==> config.mk <==
export PLATFORM = sky130hd
export DESIGN_NAME = spi_dma_controller
export DESIGN_NICKNAME = d
export VERILOG_FILES = /design/src/rtl/spi_dma_controller.sv
export SDC_FILE = /design/constraint.sdc
export NUM_CORES = 1
export LEC_CHECK = 0
export CAP_MARGIN = 20
export CELL_PAD_IN_SITES_DETAIL_PLACEMENT = 1
export CELL_PAD_IN_SITES_GLOBAL_PLACEMENT = 1
export CORE_MARGIN = 3
export CORE_UTILIZATION = 50
export CTS_CLUSTER_SIZE = 14
export DETAILED_ROUTE_END_ITERATION = 10
export MAX_ROUTING_LAYER = met4
export PLACE_DENSITY_LB_ADDON = 0.1
export SLEW_MARGIN = 20
export SYNTH_ARGS = -nofsm -noshare
export SYNTH_HDL_FRONTEND = slang
export SYNTH_SLANG_ARGS = --single-unit
==> constraint.sdc <==
create_clock -name clk -period 9.4 [get_ports clk]
set_input_delay 1.88 -clock clk [delete_from_list [all_inputs] [get_ports clk]]
set_output_delay 1.88 -clock clk [all_outputs]
set_load 0.1 [all_outputs]
==> src/rtl/spi_dma_controller.sv <==
// spi_dma_controller: decodes the byte command protocol coming from spi_slave and
// moves bursts between SPI and one of CHANNELS BRAM planes. It also launches the
// processing engine and keeps a sticky error flag that STATUS reads and clears.
module spi_dma_controller #(
    parameter int  CHANNELS = 3,
    parameter int  ADDR_W   = 17,
    parameter int  READ_LAT = 1,
    localparam int CH_W     = (CHANNELS > 1) ? $clog2(CHANNELS) : 1
) (
    input  logic              clk,
    input  logic              rst,
    input  logic              ss,
    input  logic              spi_cycle_done,
    input  logic [7:0]        spi_byte_in,
    output logic [7:0]        spi_byte_out,
    output logic [ADDR_W-1:0] bram_addr,
    output logic [CH_W-1:0]   bram_channel,
    output logic              bram_we,
    output logic [7:0]        bram_data_in,
    input  logic [7:0]        bram_data_out,
    output logic              pdi_active,
    input  logic              pdi_done,
    output logic              busy,
    output logic              error
);

    localparam int ABYTES = (ADDR_W + 7) / 8;
    localparam int HC_W   = (ABYTES > 1) ? $clog2(ABYTES) : 1;

    typedef enum logic [3:0] {
        S_IDLE,
        S_HDR_ADDR,
        S_HDR_LEN,
        S_CHECK,
        S_WRITE,
        S_READ,
        S_DRAIN,
        S_PROC,
        S_STATUS
    } state_t;

    state_t            state, state_nxt;
    logic [3:0]        op;
    logic              byte_ev;
    logic              op_known;
    logic [ADDR_W-1:0] start, len, count;
    logic [3:0]        ch_q;
    logic              op_rd;
    logic [HC_W-1:0]   hdr_cnt;
    logic              hdr_last;
    logic [ADDR_W:0]   end_sum;
    logic              hdr_bad;
    logic              burst_last;
    logic              rd_issue;
    logic [READ_LAT:0] rd_pipe;
    logic              err_set, err_clr;
    logic [7:0]        status_word;

    // A byte only counts while the frame is open; ss high means the master gave up.
    assign op       = spi_byte_in[7:4];
    assign byte_ev  = spi_cycle_done & ~ss;
    assign op_known = (op == 4'd1) || (op == 4'd2) || (op == 4'd3) || (op == 4'd4);
    assign hdr_last = (hdr_cnt == HC_W'(ABYTES - 1));

    // End of burst is checked one bit wider so a burst ending exactly at the top is legal.
    assign end_sum    = {1'b0, start} + {1'b0, len};
    assign hdr_bad    = ({1'b0, ch_q} >= 5'(CHANNELS)) ||
                        (end_sum[ADDR_W] && (end_sum[ADDR_W-1:0] != '0));
    assign burst_last = ((count + ADDR_W'(1)) == len);

    // Reads are issued on entry to READ and after every exchange except the last one.
    assign rd_issue = ((state == S_CHECK) && (state_nxt == S_READ)) ||
                      ((state == S_READ) && byte_ev && !burst_last);

    assign err_set = ((state == S_IDLE) && byte_ev && !op_known) ||
                     ((state == S_CHECK) && hdr_bad) ||
                     ((state == S_PROC) && spi_cycle_done);
    assign err_clr = (state == S_STATUS) && byte_ev;

    assign status_word  = {pdi_active, error, 2'b00, 4'(CHANNELS)};
    assign bram_channel = ch_q[CH_W-1:0];

    // State register.
    always_ff @(posedge clk or negedge rst) begin
        if (!rst) state <= S_IDLE;
        else      state <= state_nxt;
    end

    // Next-state decode; ss high drops every state but PROC back to IDLE.
    always_comb begin
        state_nxt = state;
        unique case (state)
            S_IDLE: begin
                if (byte_ev) begin
                    case (op)
                        4'd1, 4'd2: state_nxt = S_HDR_ADDR;
                        4'd3:       state_nxt = S_PROC;
                        4'd4:       state_nxt = S_STATUS;
                        default:    state_nxt = S_IDLE;
                    endcase
                end
            end
            S_HDR_ADDR: if (byte_ev && hdr_last) state_nxt = S_HDR_LEN;
            S_HDR_LEN:  if (byte_ev && hdr_last) state_nxt = S_CHECK;
            S_CHECK: begin
                if (hdr_bad)          state_nxt = S_DRAIN;
                else if (len == '0)   state_nxt = S_IDLE;
                else if (op_rd)       state_nxt = S_READ;
                else                  state_nxt = S_WRITE;
            end
            S_WRITE, S_READ: if (byte_ev && burst_last) state_nxt = S_IDLE;
            S_DRAIN:  state_nxt = S_DRAIN;
            S_PROC:   if (pdi_done) state_nxt = S_IDLE;
            S_STATUS: if (byte_ev) state_nxt = S_IDLE;
            default:  state_nxt = S_IDLE;
        endcase
        if (ss && (state != S_PROC)) state_nxt = S_IDLE;
    end

    // Outputs that follow directly from the current state.
    always_comb begin
        busy       = (state != S_IDLE);
        pdi_active = (state == S_PROC);
    end

    // Header capture, burst counting, BRAM strobes, read prefetch and SPI reply byte.
    always_ff @(posedge clk or negedge rst) begin
        if (!rst) begin
            start        <= '0;
            len          <= '0;
            count        <= '0;
            ch_q         <= '0;
            op_rd        <= 1'b0;
            hdr_cnt      <= '0;
            rd_pipe      <= '0;
            bram_addr    <= '0;
            bram_we      <= 1'b0;
            bram_data_in <= '0;
            spi_byte_out <= '0;
            error        <= 1'b0;
        end else begin
            bram_we <= 1'b0;
            rd_pipe <= {rd_pipe[READ_LAT-1:0], rd_issue};
            error   <= err_set | (error & ~err_clr);
            case (state)
                S_IDLE: begin
                    hdr_cnt <= '0;
                    if (byte_ev) begin
                        count <= '0;
                        if ((op == 4'd1) || (op == 4'd2)) begin
                            ch_q  <= spi_byte_in[3:0];
                            op_rd <= (op == 4'd2);
                        end
                    end
                end
                S_HDR_ADDR: begin
                    if (byte_ev) begin
                        // Shifting through an ADDR_W register drops the unused top bits.
                        start   <= ADDR_W'({start, spi_byte_in});
                        hdr_cnt <= hdr_last ? '0 : hdr_cnt + HC_W'(1);
                    end
                end
                S_HDR_LEN: begin
                    if (byte_ev) begin
                        len     <= ADDR_W'({len, spi_byte_in});
                        hdr_cnt <= hdr_last ? '0 : hdr_cnt + HC_W'(1);
                    end
                end
                S_CHECK: begin
                    count <= '0;
                    if (rd_issue) bram_addr <= start;
                end
                S_WRITE: begin
                    if (byte_ev) begin
                        bram_we      <= 1'b1;
                        bram_data_in <= spi_byte_in;
                        bram_addr    <= start + count;
                        count        <= count + ADDR_W'(1);
                    end
                end
                S_READ: begin
                    // Data is valid READ_LAT cycles after the address; load it then.
                    if (rd_pipe[READ_LAT]) spi_byte_out <= bram_data_out;
                    if (byte_ev) begin
                        count <= count + ADDR_W'(1);
                        if (rd_issue) bram_addr <= start + count + ADDR_W'(1);
                    end
                end
                default: ;
            endcase
            if (state_nxt == S_PROC)   spi_byte_out <= 8'hB5;
            if (state_nxt == S_STATUS) spi_byte_out <= status_word;
            if ((state != S_IDLE) && (state_nxt == S_IDLE)) spi_byte_out <= 8'h00;
        end
    end

endmodule

* Yosys cells after proc, flatten, opt, wreduce, memory -nomap -nowiden *
Index checks and enable logic that the tools add are counted.

storage, ports and cells
  memories = 0
  bits in read-only memories = 0
  bits in registers = 99
  word-level logic and storage cells = 122
  RAM bits = 0
  output and inout port bits = 39
  bits of input ports = 21
  latch bits = 0

operators by class
  reductions and logical operators = 43
  equal/unequal tests = 25
  div/mod/pow operators = 0
  $add $sub $neg = 5
  shift operators = 0
  multipliers = 0
  magnitude comparators = 1
  mux-type cells = 30
  bitwise logic cells = 5

operators by type and width
  operator                 number
  $mux W17                 6
  $pmux W17 S3             2
  $mux W8                  5
  $add A17 B1 Y17 const B  2
  $pmux W4 S8              1
  $eq A4 B3 Y1 const B     7
  $mux W4                  7
  $add A17 B17 Y18         1
  $add A17 B17 Y17         1
  $eq A17 B17 Y1           1
  $logic_not A17 Y1        1
  $reduce_bool A17 Y1      1
  $eq A4 B2 Y1 const B     4
  $logic_and A1 B1 Y1      13
  $pmux W4 S3              1
  $reduce_bool A4 Y1       3
  $ne A2 B2 Y1 const B     5
  $reduce_and A2 Y1        5
  $eq A4 B1 Y1 const B     2
  $eq A4 B4 Y1 const B     2
  $logic_not A4 Y1         2
  $logic_or A1 B1 Y1       7
  $mux W3                  2
  $reduce_and A3 Y1        2
  16 further kinds         26

* Logic depth before layout (Yosys ltp) *
  depth in word-level cells = 13
  mapped depth = 14
  depth with buffers taken out = 13

* Worst setup path after synthesis *
No wires, ideal clock.

  path type = reg2out
  from = reg state[1]
  to = out pdi_active
  stages on the path, launching flop included = 5
  buffers on the path = 2
  required time = 7.520 ns
  path slack = 5.315 ns
  data arrival time = 2.205 ns
  path through = dfrtp_1 -> clkbuf_1 -> clkbuf_1 -> nand2_1 -> nor2_1

between the ends
  word-level cells in the longest chain between the ends = 1

RTL lines
  what                      line  RTL
  start: declaration        42    state_t state, state_nxt;
  start signal: assignment  86    else state <= state_nxt;
  $eq A4 B3 Y1              123   pdi_active = (state == S_PROC);
  end: declaration          21    output logic pdi_active,

Every way passes these cells.

* Worst setup path after layout *
  from = reg state[0]
  to = out busy

between the ends
  word-level cells in the longest chain between the ends = 1

RTL lines
  what                line  RTL
  $reduce_bool A4 Y1  122   busy = (state != S_IDLE);
  end: declaration    23    output logic busy,

Every way passes these cells.

==> impl_results.md <==
* Starting Density at 52.2%
* Die X at 128 µm
* Largest net degree at the start of global routing at 74
* # setup viols final at 0
* Minimum clock period at around 4600 ps
* CTS Sinks at 99
* CTS root buffer: clkbuf_16
* Crit path capture type: output port
* Synth async-reset ratio at 100%
* DP Wirelength at roughly 18000 µm
* Post-CTS Setup Inserts at 0
* Tot GR Track Use at 30.6%
* HP Start: rd_pipe[0]$_DFF_PN0_
* Clk_lat worst skew at 360 ps
* Commonest non-fill, non-tap cell in the layout: dfrtp_1
* Post-synth EDFFs at 0
* Final slew viol count at 0
* Synth Area in Simple Gates at about a fifth
* Most frequent cells in the layout: dfrtp_1, nand2_1, clkdlybuf4s50_1
* Drt total wl at between 20000 and 25000 µm
* Antenna violations before repair at 0
* Fin cells at 1032
* Net Sw Frac at 49.7%
* Pleak at 3.75 nW
* Mean Syn Cell Area at 9.20 µm²
* DP Cell Count at 1016
* Reg power frac at 31.0%
* Relative slew slack at approximately 34%
* DRT Pass-1 Iters at 5
* Layout cell share with drive strength beyond 1 at 12.2%
* Delay-heaviest family, CP: buffers and inverters
* Largest family of logic cells by synthesized area: compound AO/OA/AOI/OAI gates
* Status: complete, no violations
* Crit path buf inv count at 1
* Synthesized flop and latch total at 99
* Critical R2R Launch: start[0]$_DFFE_PN0P_
* Clock Skews at 13.4 ps
* Unrepaired setup endpoints after global routing: no
* Final hold slack at roughly 380 ps
* CP Class: reg -> out
* Gr ovfl total at 0
* Yosys cell types at 84
* Final Cycle Share at between 40% and 50%
* Netlist Area Pre-Place at 7410 µm²
* Vias in the first global route at 7102
* CP cell instances: nor2_1 > nand2_1 > clkdlybuf4s50_1
* Crit path launch type: flip-flop
* CP Launch Point: state[0]$_DFF_PN0_
* Setup slack after layout at between 4000 and 5000 ps
* Clock slew at reported path FFs at 80 ps
* Die Footprint at 16300 µm²
* Max H-tree Level at 3
* Hold Path Class: reg -> reg
* Pint at 1.10 mW
* Core Footprint at 14200 µm²
* Fmax at 218 MHz
* Post-synthesis mux area share at 9.87%
* CP max stage delay at 1180 ps
* YS warnings at 0
* # diodes at 0
* DR DRC count at 0
* Peak supply drop at 192 µV
* Via count at 6799
* CTS tree: built
* Sequential element share of the synthesized area at 33.4%
* CP required at 7520 ps
* Complex-gate fraction of the synthesized area at between 20% and 30%
* Synth Area in XOR/XNOR at 6.85%
* Starting DRT DRC Count at 544
* Finished Core Util at 59.0%
* FP Rows at 43
* Cell count after synthesis at 806
* Num CTS Buffers at 9
* Die span in y at 128 µm
* Post-CTS Resized at 0
* Setup_tns at 0 ps
* Syn Nets at 864
* Slowest cell on the critical path: clkdlybuf4s50_1
* GPL Wtd Cong at ~0.90
* PD cells at 260 nW/µm²
* P_sw at 1.08 mW
* Area Overhead vs Synth at 13.1%
* Post-CTS Hold Fix Bufs at 0
* Nets at 905
* Post-Synth Adder-Cell Area at 6.45%
* Bufs on Longest Clock Path at 2
* Vias/cell at 6.59
* Top_reg_cell synth: dfrtp_1
* PortBufs at a little under 60
* DP Worst Slack at 4620 ps
* Crit path DAT at 2710 ps
* Crit Path Max Fanout at 16
* Comb power frac at 52.5%
* Final Hold Fails at 0
* DRT antenna net count at 0
* Worst Tran Pin Value at 990 ps
* I/O pin count at 60
* Clk pwr share at 16.4%
* Global-route wire length before repair at 38400 µm
* Fillcell total at 1623
* Drt wl/cell at 23.2 µm
* Max Cap Viol at 0
[kinds of logic after synthesis]
group                    Yosys count
AND/OR/NAND/NOR                  273
AO/OA/AOI/OAI                    221
flip-flops                        99
multiplexers                      66
XOR/XNOR                          58
buffers and inverters             52
adder cells (fa/ha/maj)           37
[power groups by stage]
stage	Clock, mW	Sequential, mW	Combinational (mW)
floorplan	0	0.846	0.630
global placement	0	0.669	1.09
detailed placement	0	0.676	1.13
CTS	0.362	0.669	1.14
global route	0.385	0.681	1.23
finish	0.358	0.676	1.15
[registers in the layout, indices dropped and copies added, names as in the netlist]
signal	cells
ch_q	4
start	17
bram_addr	17
error	1
spi_byte_out	8
count	17
bram_we	1
bram_data_in	8
rd_pipe	2
len	17
op_rd	1
hdr_cnt	2
state	4
[worst paths after layout]
check	slack (ps)	cells after the start	endpoint
setup / recovery	4810	3	busy
hold / removal	380	0	rd_pipe[1]$_DFF_PN0_
setup reg to reg	5090	13	bram_addr[9]$_DFFE_PN0P_
hold reg to reg	380	0	rd_pipe[1]$_DFF_PN0_
max in group asynchronous	6680	2	count[16]$_DFFE_PN0P_
min in group asynchronous	1440	1	count[13]$_DFFE_PN0P_
[metrics by stage]
stage	area, µm²	power, mW
finish	8390	2.18
global route	8390	2.30
CTS	8380	2.17
detailed placement	8110	1.81
global placement	8110	1.76
floorplan	7410	1.48
[per-layer routing]
layer	wire [µm]	share of wire [%]	vias to the layer above	global-route usage [%]
met3	1090	4.6	60	4.96
met5	0	0	-	-
met4	1030	4.3	0	13.3
li1	-	-	3093	-
met2	11500	48	213	48.6
met1	10300	43	3433	38.9
[synth_stat cells, drive strengths merged, types with 16 or more instances]
cell type,instances,area share [%]
a21oi,42,2.9
a21o,18,1.8
nand3,25,1.8
and3,16,1.4
o21ai,56,3.8
nand2,69,3.6
dfrtp,99,33
mux2,57,8.7
inv,19,0.96
xor2,23,2.7
nor2,48,2.4
nor3,25,1.9
xnor2,35,4.1
clkbuf,27,1.4
ha,35,5.9
[cell type report]
| class | count | area (µm²) | share of cell area, % |
|---|---|---|---|
| multi-input cells | 655 | 4720 | 56.3 |
| inverters | 19 | 71.3 | 0.850 |
| well taps | 180 | 225 | 2.69 |
| clock inverters | 6 | 46.3 | 0.552 |
| clock buffers | 10 | 229 | 2.73 |
| repair buffers | 63 | 618 | 7.37 |
| flip-flops and latches | 99 | 2480 | 29.5 |
Power figures use the tool's default switching activity.
